## src/rtl/adder_arbiter.sv

```systemverilog
// Round-robin arbiter that time-shares one external sequential adder among NREQ requesters.
// Optional ADDER_ARBITER_STATS_EN adds per-requester saturating completion counters (op_count_o).
module adder_arbiter #(
  parameter int NREQ    = 4,
  parameter int WIDTH   = 8,
  parameter int ADD_LAT = 1
) (
  input  logic                    clk,
  input  logic                    reset,
  input  logic [NREQ-1:0]         req_i,
  input  logic [NREQ*WIDTH-1:0]   in1_i,
  input  logic [NREQ*WIDTH-1:0]   in2_i,
  output logic [NREQ-1:0]         gnt_o,
  output logic [NREQ-1:0]         done_o,
  output logic [WIDTH:0]          result_o,
  output logic                    add_en_o,
  output logic [WIDTH-1:0]        add_in1_o,
  output logic [WIDTH-1:0]        add_in2_o,
  input  logic [WIDTH:0]          add_sum_i
`ifdef ADDER_ARBITER_STATS_EN
  ,
  output logic [NREQ*16-1:0]      op_count_o
`endif
);

  localparam int IDXW = (NREQ > 1) ? $clog2(NREQ) : 1;
  localparam int CNTW = (ADD_LAT > 1) ? $clog2(ADD_LAT) : 1;
  localparam logic [IDXW:0]   NREQ_W   = (IDXW+1)'(NREQ);
  localparam logic [CNTW-1:0] CNT_LAST = CNTW'((ADD_LAT > 0) ? ADD_LAT - 1 : 0);

  if (ADD_LAT < 1) begin : g_bad_add_lat
    $error("adder_arbiter: ADD_LAT must be at least 1");
  end
  if ((NREQ < 2) || (NREQ > 8)) begin : g_bad_nreq
    $error("adder_arbiter: NREQ must be in 2..8");
  end

  typedef enum logic [1:0] {
    IDLE  = 2'd0,
    ISSUE = 2'd1,
    WAIT  = 2'd2,
    RESP  = 2'd3
  } state_t;

  state_t            state_r;
  logic [IDXW-1:0]   rr_r;
  logic [IDXW-1:0]   idx_r;
  logic [CNTW-1:0]   wait_cnt_r;
  logic              win_found_s;
  logic [IDXW-1:0]   win_idx_s;
  logic [IDXW:0]     cand_s;

  function automatic logic [IDXW-1:0] wrap_idx(input logic [IDXW:0] v);
    logic [IDXW:0] t;
    if (v >= NREQ_W) begin
      t = v - NREQ_W;
    end else begin
      t = v;
    end
    return t[IDXW-1:0];
  endfunction

  function automatic logic [NREQ-1:0] onehot(input logic [IDXW-1:0] i);
    return {{(NREQ-1){1'b0}}, 1'b1} << i;
  endfunction

  // Round-robin pick: scan from rr upward with wrap; descending loop lets the nearest hit win.
  always_comb begin
    win_found_s = 1'b0;
    win_idx_s   = '0;
    cand_s      = '0;
    for (int i = NREQ - 1; i >= 0; i--) begin
      cand_s = {1'b0, rr_r} + (IDXW+1)'(i);
      if (req_i[wrap_idx(cand_s)]) begin
        win_found_s = 1'b1;
        win_idx_s   = wrap_idx(cand_s);
      end else begin
        win_found_s = win_found_s;
      end
    end
  end

  // Control FSM; every output is a register updated here.
  always_ff @(posedge clk or negedge reset) begin
    if (!reset) begin
      state_r    <= IDLE;
      rr_r       <= '0;
      idx_r      <= '0;
      wait_cnt_r <= '0;
      gnt_o      <= '0;
      done_o     <= '0;
      result_o   <= '0;
      add_en_o   <= 1'b0;
      add_in1_o  <= '0;
      add_in2_o  <= '0;
    end else begin
      case (state_r)
        IDLE: begin
          if (win_found_s) begin
            idx_r     <= win_idx_s;
            add_in1_o <= in1_i[win_idx_s*WIDTH +: WIDTH];
            add_in2_o <= in2_i[win_idx_s*WIDTH +: WIDTH];
            add_en_o  <= 1'b1;
            gnt_o     <= onehot(win_idx_s);
            state_r   <= ISSUE;
          end else begin
            state_r   <= IDLE;
          end
        end
        ISSUE: begin
          add_en_o   <= 1'b0;
          wait_cnt_r <= '0;
          state_r    <= WAIT;
        end
        WAIT: begin
          if (wait_cnt_r == CNT_LAST) begin
            result_o <= add_sum_i;
            done_o   <= onehot(idx_r);
            state_r  <= RESP;
          end else begin
            wait_cnt_r <= wait_cnt_r + {{(CNTW-1){1'b0}}, 1'b1};
          end
        end
        RESP: begin
          done_o  <= '0;
          gnt_o   <= '0;
          rr_r    <= wrap_idx({1'b0, idx_r} + {{IDXW{1'b0}}, 1'b1});
          state_r <= IDLE;
        end
        default: begin
          state_r  <= IDLE;
          gnt_o    <= '0;
          done_o   <= '0;
          add_en_o <= 1'b0;
        end
      endcase
    end
  end

`ifdef ADDER_ARBITER_STATS_EN
  // Saturating per-requester completion counters, bumped on each RESP cycle.
  always_ff @(posedge clk or negedge reset) begin
    if (!reset) begin
      op_count_o <= '0;
    end else begin
      for (int k = 0; k < NREQ; k++) begin
        if ((state_r == RESP) && (idx_r == IDXW'(k)) &&
            (op_count_o[k*16 +: 16] != 16'hFFFF)) begin
          op_count_o[k*16 +: 16] <= op_count_o[k*16 +: 16] + 16'd1;
        end else begin
          op_count_o[k*16 +: 16] <= op_count_o[k*16 +: 16];
        end
      end
    end
  end
`endif

endmodule

```

## config.mk

```make
export PLATFORM = sky130hd
export DESIGN_NAME = adder_arbiter
export DESIGN_NICKNAME = d
export VERILOG_FILES = /design/src/rtl/adder_arbiter.sv
export SDC_FILE = /design/constraint.sdc
export NUM_CORES = 1
export LEC_CHECK = 0
export CAP_MARGIN = 20
export CORE_UTILIZATION = 35
export DETAILED_ROUTE_END_ITERATION = 6
export GPL_ROUTABILITY_DRIVEN = 0
export PLACE_DENSITY = 0.84
export SLEW_MARGIN = 20
export SYNTH_ARGS = -nofsm -noshare
export SYNTH_HDL_FRONTEND = slang
export SYNTH_SLANG_ARGS = --single-unit
```

## constraint.sdc

```tcl
create_clock -name clk -period 2.01 [get_ports clk]
set_input_delay 0.3015 -clock clk [delete_from_list [all_inputs] [get_ports clk]]
set_output_delay 0.3015 -clock clk [all_outputs]
set_load 0.02 [all_outputs]
```

==> key figures, run 1 <==
Clock network
  – # H-tree levels: 2
  – Cts hold-fix bufs: 0
  – CTS max path bufs: 2
  – Number of buffers created by CTS: 5
  – CTS clock-pin slew for the worst setup and hold paths: 0.07 ns
  – Clock tree from TritonCTS: built
  – Latest clock arrival within the worst-skew pair: around 0.29 ns
  – Master cell of the clock root buffer: clkbuf_8
  – TritonCTS sink count: 40
  – Resized cells post-CTS: 0
  – Post-CTS repair timing setup buffer count: 0

Layout
  – Number of inserted diodes: 0
  – Layout-stage area growth over the synthesis result: 63.4%
  – Finished Core Util: about three fifths
  – Layout cells sized above 1: 13.1%
  – Final net count: 384

STA
  – Max Transition Viols Final: 0
  – Fmax achieved: 0.557 GHz
  – Fraction of the cycle the final worst path needs: 89.3%
  – Unrepaired setup endpoints after global routing: no
  – Shortest period the worst path allows: around 1.8 ns
  – Setup TNS: 0 ns
  – WHS: 0.0691 ns
  – Worst setup skew after layout: 0.00750 ns
  – Final number of hold-violating endpoints: 0
  – Worst-Margin Slew: 0.684 ns
  – Worst-case headroom to the max-slew limit: about 54%
  – Final setup fails: 0

Yosys
  – Largest family of logic cells by synthesized area: compound AO/OA/AOI/OAI gates
  – Largest cells by area after synthesis: dfrtp_1 48%, mux2i_1 10%, a222oi_1 7.7%
  – Async S/R FF share, synth: 100%
  – Mapped Area: 2090 um^2
  – Area share of the largest cell type after synthesis: 48.0%
  – Count leader, synth: dfrtp_1
  – Share of the synthesized area in compound gates (AO/OA/AOI/OAI): 18.8%
  – Yosys reg bits: 40
  – Number of flops mapped to enable cells by yosys: 0
  – Synthesized netlist net count: ~260
  – Synth area leader: dfrtp_1
  – Number of distinct library cell variants in the gate-level netlist after synthesis: 34
  – Main flop type after synthesis: dfrtp_1
  – Sequential-to-total area share from yosys stat: a little under half
  – Post-synthesis share of cell area spent on xor and xnor gates: 0%
  – Most common library cells after synthesis: 40 x dfrtp_1, 21 x mux2i_1, 21 x o21ai_1
  – Post-synthesis mux area share: 15.5%
  – Gate count of the mapped netlist: 177
  – Number of warnings reported in the yosys synthesis log: 0
  – Adder-cell share of the synthesized area: 4.80%
  – Syn avg cell area: 11.8 um^2
  – Simple-gate portion of the synthesized area: under 10%

Detailed routing
  – Detailed-routing iteration count for the pre-antenna-repair pass: 6
  – Total wire length after detailed routing: 5.62 mm
  – Initial drt markers: 175
  – Via count of the routed design: 1910
  – Remaining design rule violation count: 0
  – Detail-routed via count per cell: just over 5
  – Average wire length per cell after detail routing: 15.2 um
  – Residual antenna-violating net count after detailed routing: 0

Worst setup path
  – Worst path max stage delay: 0.49 ns
  – Cells along the critical path: clkdlybuf4s50_1 > nor4_1 > nand2b_4 > nor3_4 > a222oi_1 > o21ai_1
  – Arrival time at the worst endpoint: approximately 2.0 ns
  – Endpoint kind of the worst setup timing path: flip-flop
  – CP max stage cell: clkdlybuf4s50_1
  – Worst endpoint required time: 2.17 ns
  – Critical-path maximum fanout: 17
  – Buffer and inverter count on the worst path: 1
  – Startpoint Class: primary input
  – Critical path type: primary input to flip-flop
  – Kind of cell adding the most delay to the critical path: simple AND/OR/NAND/NOR gates

Global routing
  – Vias in the first global route: 1958
  – Largest net degree at the start of global routing: 41
  – First-pass GRT wire length: 9.06 mm
  – Global router's overall resource usage: a little under a fifth
  – Residual overflow from global routing: 0
  – Antenna violations before repair: 0

Power
  – Net Switching: 1840 uW
  – Max IR drop VDD: 573 uV
  – Final total power: 4730 uW
  – Switching part of the total: 38.9%
  – Combinational cell fraction of total power: between 50% and 60%
  – Leakage power of the design: 0.00144 uW
  – Seq pwr share: 31.0%
  – Areal power density over the cells: 1390 nW/um^2
  – Cell Int Power: 2890 uW
  – Clock power frac: a little under an eighth

Floorplan
  – Top-level I/O count: 113
  – Starting utilization of the core area: a little under two fifths
  – Total die area: about 6300 um^2
  – Count of standard-cell rows: 27
  – Die boundary height: 79.2 um
  – Die Wd: 79.2 um
  – Core area: between 5000 and 6000 um^2

Run
  – Max cap viols: 0

Placed design
  – Post-detail-place hpwl: 4.41 mm
  – Count of buffers inserted at the top-level ports: 112

Hold path
  – Hold Crit Class: primary input to async pin

Outcome
  – Outcome: finished clean
==> placed cells by master, fill, tap and decap left out, types with 2 or more instances in the layout <==
| cell | synthesis | final |
|---|---|---|
| nand2_1 | 6 | 6 |
| buf_4 | 2 | 10 |
| inv_1 | 6 | 6 |
| dfrtp_1 | 40 | 40 |
| clkbuf_8 | 0 | 7 |
| nand2b_1 | 4 | 4 |
| o21ai_0 | 3 | 3 |
| buf_12 | 1 | 2 |
| a21oi_1 | 5 | 5 |
| mux2_2 | 10 | 10 |
| nor2_1 | 10 | 10 |
| o21ai_1 | 21 | 21 |
| a222oi_1 | 16 | 16 |
| clkdlybuf4s50_1 | 0 | 111 |
| inv_2 | 2 | 2 |
| ha_1 | 8 | 8 |
| mux2i_1 | 21 | 21 |
==> registers in the layout, summed over array words and instances (netlist names) <==
register,cells
add_in1_o,8
rr_r,2
add_en_o,1
done_o,4
idx_r,2
gnt_o,4
add_in2_o,8
state_r,2
result_o,9
==> metal layers <==
metal	track usage [%]	up-vias	part of all wire [%]
li1	-	901	-
met4	6.36	0	2.1
met1	21.4	920	38
met3	5.29	14	6.3
met5	0	-	0
met2	32.9	75	53
==> power groups by stage <==
stage	combinational [uW]	clock [uW]	sequential (uW)
after floorplan	1250	0	1810
after global placement	2650	0	1460
after detailed placement	2720	0	1470
after CTS	2730	581	1470
after global routing	2910	621	1520
final	2700	565	1470
==> cell families after synthesis <==
group	Yosys count
buf+inv	19
simple gates	26
flops	40
mux	31
fa+ha+maj	8
compound gates	53
==> worst reg2reg max path, cell delays in order (launching register included) <==
cell	delay [ns]
dfrtp_1	0.40
inv_1	0.10
ha_1	0.29
nand2b_4	0.10
nor3_4	0.53
a222oi_1	0.16
o21ai_1	0.13
==> final timing paths <==
check	start	endpoint	slack (ns)	cells after the start
setup reg to reg	state_r[0]	add_in2_o[0]	0.23	6
max in group asynchronous	reset	done_o[3]	1.60	2
hold / removal	reset	done_o[2]	0.07	2
setup / recovery	req_i[1]	add_in2_o[0]	0.22	6
hold reg to reg	result_o[2]	result_o[2]	0.51	1
min in group clk	result_o[2]	result_o[2]	0.51	1
==> cell type report <==
class	instances	area, um^2
Fill cell	454	2230
Clock buffer	7	96.3
Inverter	8	30.0
Timing Repair Buffer	124	1230
Tap cell	72	90.1
Sequential cell	40	1000
Multi-Input combinational cell	118	962
==> through the flow <==
step           instances  setup WS (ns)  instance area (um^2)
2_1_floorplan        177          0.441                  2090
3_3_place_gp         362        -0.0184                  3310
3_5_place_dp         362         -0.132                  3310
4_1_cts              369          0.140                  3410
5_1_grt              369         0.0245                  3410
6_report             369          0.215                  3410
Note: power is estimated with default switching activity, not from simulation.
==> run 2: changes to the inputs <==
SETUP_SLACK_MARGIN = 0.15   (was default)
==> key figures, run 2 (synthesized netlist as in run 1, its figures left out) <==
Floorplan
  – Top-level I/O count: 113 (unchanged)
  – Core area: 5640 um^2 (unchanged)
  – Die Wd: 79.2 um (unchanged)
  – Die boundary height: 79.2 um (unchanged)
  – Total die area: 6280 um^2 (unchanged)
  – Count of standard-cell rows: 27 (unchanged)
  – Starting utilization of the core area: 37.0% (unchanged)

Layout
  – Finished Core Util: 61.3% (was 60.5%)
  – Footprint of the multi-input gates: 983 um^2 (was 962 um^2)
  – Filler cell count in the final layout: 449 (was 454)
  – Layout-stage area growth over the synthesis result: 65.6% (was 63.4%)
  – Number of inserted diodes: 0 (unchanged)
  – Register containing the most flip-flops in the final layout: result_o (unchanged)
  – Sequential standard cell area: 1000 um^2 (unchanged)
  – Biggest regs: result_o x9, add_in1_o x8, add_in2_o x8 (unchanged)
  – Leading cell type in the layout, fill and taps excluded: clkdlybuf4s50_1 (unchanged)
  – Final net count: 385 (was 384)
  – Layout cells sized above 1: 14.1% (was 13.1%)
  – Highest-count cells in the layout ignoring fill and taps: 109 x clkdlybuf4s50_1, 40 x dfrtp_1, 21 x mux2i_1, 21 x o21ai_1, 16 x a222oi_1 (was 111 x clkdlybuf4s50_1, 40 x dfrtp_1, 21 x mux2i_1, 21 x o21ai_1, 16 x a222oi_1)
  – Largest register FFs: 9 (unchanged)

Detailed routing
  – Total wire length after detailed routing: 5.59 mm (was 5.62 mm)
  – Initial drt markers: 179 (was 175)
  – Detailed-routing iteration count for the pre-antenna-repair pass: 5 (was 6)
  – Met2 Routed Length: 3.00 mm (was 2.99 mm)
  – Residual antenna-violating net count after detailed routing: 0 (unchanged)
  – Top routing layer used: met4 (unchanged)
  – Detail-routed via count per cell: 5.15 (was 5.18)
  – Via count of the routed design: 1904 (was 1910)
  – Met3 wirelength from detailed routing: 374 um (was 357 um)
  – Average wire length per cell after detail routing: 15.1 um (was 15.2 um)
  – WL met1: 2.10 mm (was 2.16 mm)
  – Remaining design rule violation count: 0 (unchanged)

Worst setup path
  – Critical path type: primary input to flip-flop (unchanged)
  – Arrival time at the worst endpoint: 1.93 ns (was 1.96 ns)
  – Launching point of the worst reg2reg path: state_r[0] (unchanged)
  – CP max stage cell: clkdlybuf4s50_1 (unchanged)
  – Cells along the critical path: clkdlybuf4s50_1 > inv_2 > o21a_1 > o221ai_2 > buf_4 > mux2i_1 > o21ai_1 (was clkdlybuf4s50_1 > nor4_1 > nand2b_4 > nor3_4 > a222oi_1 > o21ai_1)
  – Endpoint kind of the worst setup timing path: flip-flop (unchanged)
  – Worst path max stage delay: 0.61 ns (was 0.49 ns)
  – Startpoint Class: primary input (unchanged)
  – Critical Path Source: req_i[2] (was req_i[1])
  – Worst endpoint required time: 2.17 ns (about the same)
  – Critical-path maximum fanout: 9 (was 17)

Power
  – Switching part of the total: 38.8% (was 38.9%)
  – Net Switching: 1840 uW (about the same)
  – Seq pwr share: 30.8% (was 31.0%)
  – Clock power frac: 11.9% (about the same)
  – Final total power: 4760 uW (was 4730 uW)
  – Leakage power of the design: 0.00147 uW (was 0.00144 uW)
  – Cell Int Power: 2910 uW (was 2890 uW)
  – Combinational cell fraction of total power: 57.3% (was 57.1%)
  – Max IR drop VDD: 574 uV (was 573 uV)
  – Areal power density over the cells: 1380 nW/um^2 (was 1390 nW/um^2)

STA
  – Final setup fails: 0 (unchanged)
  – Worst-case headroom to the max-slew limit: 66.8% (was 54.2%)
  – Final number of hold-violating endpoints: 0 (unchanged)
  – Shortest period the worst path allows: 1.77 ns (was 1.79 ns)
  – Max Transition Viols Final: 0 (unchanged)
  – Worst-Margin Slew: 0.498 ns (was 0.684 ns)
  – Fmax achieved: 0.565 GHz (was 0.557 GHz)
  – Unrepaired setup endpoints after global routing: yes (was no)
  – WHS: 0.0682 ns (was 0.0691 ns)
  – Fraction of the cycle the final worst path needs: 88.0% (was 89.3%)
  – Worst setup skew after layout: 0.00624 ns (was 0.00750 ns)

Clock network
  – Clock tree from TritonCTS: built (unchanged)
  – CTS max path bufs: 2 (unchanged)
  – Cts hold-fix bufs: 0 (unchanged)
  – CTS clock-pin slew for the worst setup and hold paths: 0.07 ns (about the same)
  – Number of buffers created by CTS: 5 (unchanged)
  – # H-tree levels: 2 (unchanged)
  – Master cell of the clock root buffer: clkbuf_8 (unchanged)
  – TritonCTS sink count: 40 (unchanged)
  – Latest clock arrival within the worst-skew pair: 0.28 ns (was 0.29 ns)

Outcome
  – Outcome: finished clean (unchanged)

Global routing
  – Vias in the first global route: 1958 (unchanged)
  – Largest net degree at the start of global routing: 41 (unchanged)
  – Antenna violations before repair: 0 (unchanged)
  – First-pass GRT wire length: 9.06 mm (unchanged)
  – Residual overflow from global routing: 0 (unchanged)
  – Global router's overall resource usage: 18.6% (unchanged)

Run
  – Max cap viols: 0 (unchanged)

Hold path
  – Hold Crit Class: primary input to async pin (unchanged)

Placed design
  – Post-detail-place hpwl: 4.41 mm (unchanged)
  – Count of buffers inserted at the top-level ports: 112 (unchanged)
## run 2: cell types whose count changed in the layout (fill, tap and decap cells not counted), sizes merged
cell and delta:
buf +1, dlymetal6s2s +2, clkdlybuf4s50 -2
## run 2: repair_timing
item / in CTS / in global routing
setup buffers: 0 / 1
resized for setup: 0 / 5
endpoints found under the setup margin: 4 / 17
pin swaps: 1 / 2
## run 2: final cells by class
class	instances	area share [%]
multi-input combinational	118	28.4
timing repair buffer	125	36.3
sequential	40	29.0
inverter	8	0.869
clock buffer	7	2.79
tap	72	2.61
## run 2: path summary, 6_finish.rpt
path,endpoint,slack (ns),cells past startpoint
max in group asynchronous,add_in1_o[3],1.60,2
worst min-delay path,done_o[2],0.07,2
worst max-delay path,add_in2_o[1],0.24,7
worst max register to register,add_in2_o[0],0.31,7
min in group clk,result_o[2],0.51,1
worst min register to register,result_o[2],0.51,1
## run 2: power groups by stage
stage               Clock, uW  Combinational, uW  Sequential, uW
floorplan                   0               1250            1810
global placement            0               2650            1460
detailed placement          0               2720            1470
CTS                       581               2730            1470
global route              621               2940            1520
finish                    565               2730            1460
## run 2: metrics by stage
step | cells | instance area, um^2 | TNS, ns | setup slack (ns)
6_report | 370 | 3460 | 0 | 0.240
5_1_grt | 370 | 3460 | 0 | 0.115
4_1_cts | 369 | 3410 | 0 | 0.206
3_5_place_dp | 362 | 3310 | -1.73 | -0.132
3_3_place_gp | 362 | 3310 | -0.0503 | -0.0184
2_1_floorplan | 177 | 2090 | 0 | 0.441
## run 2: layer usage
metal  vias to the layer above  GRT usage, %
met5                         -             0
met2                        77          32.9
met1                       912          21.4
li1                        901             -
met4                         0          6.36
met3                        14          5.29
## run 2: critical path: cells and delay by family
family,cells,cell delay [ns]
AOI/OAI and AO/OA,3,0.47
buffers and inverters,3,0.92
muxes,1,0.23
==> run 3: changes to the inputs <==
RECOVER_POWER = 25   (was default)
==> key figures, run 3 (synthesized netlist as in run 1, its figures left out) <==
STA
  – Max Transition Viols Final: 0 (unchanged)
  – Worst setup skew after layout: 0.00623 ns (was 0.00624 ns)
  – Shortest period the worst path allows: 1.77 ns (about the same)
  – Final number of hold-violating endpoints: 0 (unchanged)
  – Unrepaired setup endpoints after global routing: yes (unchanged)
  – WHS: 0.256 ns (was 0.0682 ns)
  – Worst-Margin Slew: 0.980 ns (was 0.498 ns)
  – Fraction of the cycle the final worst path needs: 88.0% (about the same)
  – Final setup fails: 0 (unchanged)
  – Worst-case headroom to the max-slew limit: 34.7% (was 66.8%)
  – Fmax achieved: 0.565 GHz (about the same)
  – Worst Setup Slack, final: 0.241 ns (was 0.240 ns)

Floorplan
  – Count of standard-cell rows: 27 (unchanged)
  – Die Wd: 79.2 um (unchanged)
  – Starting utilization of the core area: 37.0% (unchanged)
  – Core area: 5640 um^2 (unchanged)
  – Die boundary height: 79.2 um (unchanged)
  – Total die area: 6280 um^2 (unchanged)
  – Top-level I/O count: 113 (unchanged)

Global routing
  – First-pass GRT wire length: 9.06 mm (unchanged)
  – Vias in the first global route: 1958 (unchanged)
  – Antenna violations before repair: 0 (unchanged)
  – Residual overflow from global routing: 0 (unchanged)
  – Global router's overall resource usage: 18.6% (unchanged)
  – Largest net degree at the start of global routing: 41 (unchanged)

Worst setup path
  – Critical Path Source: req_i[2] (unchanged)
  – Critical path type: primary input to flip-flop (unchanged)
  – Arrival time at the worst endpoint: 1.93 ns (about the same)
  – Startpoint Class: primary input (unchanged)
  – Launching point of the worst reg2reg path: state_r[0] (unchanged)
  – Worst endpoint required time: 2.17 ns (about the same)
  – Endpoint kind of the worst setup timing path: flip-flop (unchanged)
  – Critical-path maximum fanout: 10 (was 9)

Detailed routing
  – Via count of the routed design: 1890 (was 1904)
  – Detailed-routing iteration count for the pre-antenna-repair pass: 6 (was 5)
  – Initial drt markers: 176 (was 179)
  – Residual antenna-violating net count after detailed routing: 0 (unchanged)
  – Average wire length per cell after detail routing: 15.1 um (about the same)
  – Total wire length after detailed routing: 5.59 mm (about the same)
  – Detail-routed via count per cell: 5.11 (was 5.15)
  – Remaining design rule violation count: 0 (unchanged)

Clock network
  – Master cell of the clock root buffer: clkbuf_8 (unchanged)
  – CTS clock-pin slew for the worst setup and hold paths: 0.07 ns (about the same)
  – Cts hold-fix bufs: 0 (unchanged)
  – Number of buffers created by CTS: 5 (unchanged)
  – Latest clock arrival within the worst-skew pair: 0.28 ns (about the same)
  – Clock tree from TritonCTS: built (unchanged)
  – CTS max path bufs: 2 (unchanged)
  – # H-tree levels: 2 (unchanged)
  – TritonCTS sink count: 40 (unchanged)

Placed design
  – Count of buffers inserted at the top-level ports: 112 (unchanged)
  – Post-placement setup slack: -0.132 ns (unchanged)
  – Post-detail-place hpwl: 4.41 mm (unchanged)
  – Post-placement cell count: 362 (unchanged)
  – Post-Place Cell Area: 3310 um^2 (unchanged)

Run
  – Max cap viols: 0 (unchanged)

Layout
  – Largest register FFs: 9 (unchanged)
  – Layout cells sized above 1: 14.1% (unchanged)
  – Biggest regs: result_o x9, add_in1_o x8, add_in2_o x8 (unchanged)
  – Number of inserted diodes: 0 (unchanged)
  – Leading cell type in the layout, fill and taps excluded: clkdlybuf4s50_1 (unchanged)
  – Register containing the most flip-flops in the final layout: result_o (unchanged)
  – Final net count: 385 (unchanged)
  – Non-filler instance count after layout: 370 (unchanged)
  – Design area: 3450 um^2 (was 3460 um^2)
  – Layout-stage area growth over the synthesis result: 65.5% (was 65.6%)
  – Highest-count cells in the layout ignoring fill and taps: 109 x clkdlybuf4s50_1, 40 x dfrtp_1, 21 x mux2i_1, 21 x o21ai_1, 16 x a222oi_1 (unchanged)

Power
  – Areal power density over the cells: 1380 nW/um^2 (about the same)
  – Net Switching: 1850 uW (was 1840 uW)
  – Combinational cell fraction of total power: 57.3% (about the same)
  – Cell Int Power: 2910 uW (about the same)
  – Leakage power of the design: 0.00147 uW (about the same)
  – Switching part of the total: 38.8% (about the same)
  – Clock power frac: 11.9% (about the same)
  – Max IR drop VDD: 574 uV (about the same)
  – Final total power: 4760 uW (about the same)
  – Seq pwr share: 30.8% (about the same)

Outcome
  – Outcome: finished clean (unchanged)

Hold path
  – Hold Crit Class: primary input to async pin (unchanged)
==> run 3: cell count changes in the layout (fill, tap and decap cells not counted) <==
cell      change
clkbuf_2      +1
buf_4         -1
==> run 3: power groups by stage <==
stage	Combinational [uW]	Clock (uW)	Sequential, uW
2_1_floorplan	1250	0	1810
3_3_place_gp	2650	0	1460
3_5_place_dp	2720	0	1470
4_1_cts	2730	581	1470
5_1_grt	2940	621	1520
6_report	2730	565	1470
==> run 3: path summary, 6_finish.rpt <==
check,depth (start not counted),endpoint,slack (ns)
worst min-delay path,2,done_o[2],0.26
max in group asynchronous,2,add_in1_o[3],1.15
worst max register to register,7,add_in2_o[0],0.31
worst min register to register,1,result_o[2],0.51
min in group clk,1,result_o[2],0.51
worst max-delay path,7,add_in1_o[1],0.24
==> run 3: layer usage <==
layer,track usage (%),part of all wire (%),vias to the layer above
met5,0,0,-
met4,6.36,2.1,0
met3,5.29,7.1,14
met2,32.9,54,79
met1,21.4,37,896
li1,-,-,901
==> run 3: repair_timing <==
item / in CTS / in global routing
pin swaps: 1 / 2
buffers inserted: 0 / 1
resized for setup: 0 / 5
setup endpoints to repair: 4 / 17
hold endpoints to repair: 0 / 0
==> run 3: critical path, cell delays in order <==
cell,delay [ns]
clkdlybuf4s50_1,0.61
inv_2,0.06
o21a_1,0.20
o221ai_2,0.19
buf_4,0.25
mux2i_1,0.22
o21ai_1,0.08
==> run 3: metrics by stage <==
stage / utilization, % / TNS, ns
floorplan: - / 0
global placement: 58.7 / -0.0503
detailed placement: 58.7 / -1.73
CTS: 60.5 / 0
global route: 61.2 / 0
finish: 61.2 / 0
==> run 3: layout make-up <==
class,count,area [um^2]
Inverter,8,30.0
Tap cell,72,90.1
Multi-Input combinational cell,118,983
Fill cell,450,2190
Sequential cell,40,1000
Timing Repair Buffer,125,1250
Clock buffer,7,96.3
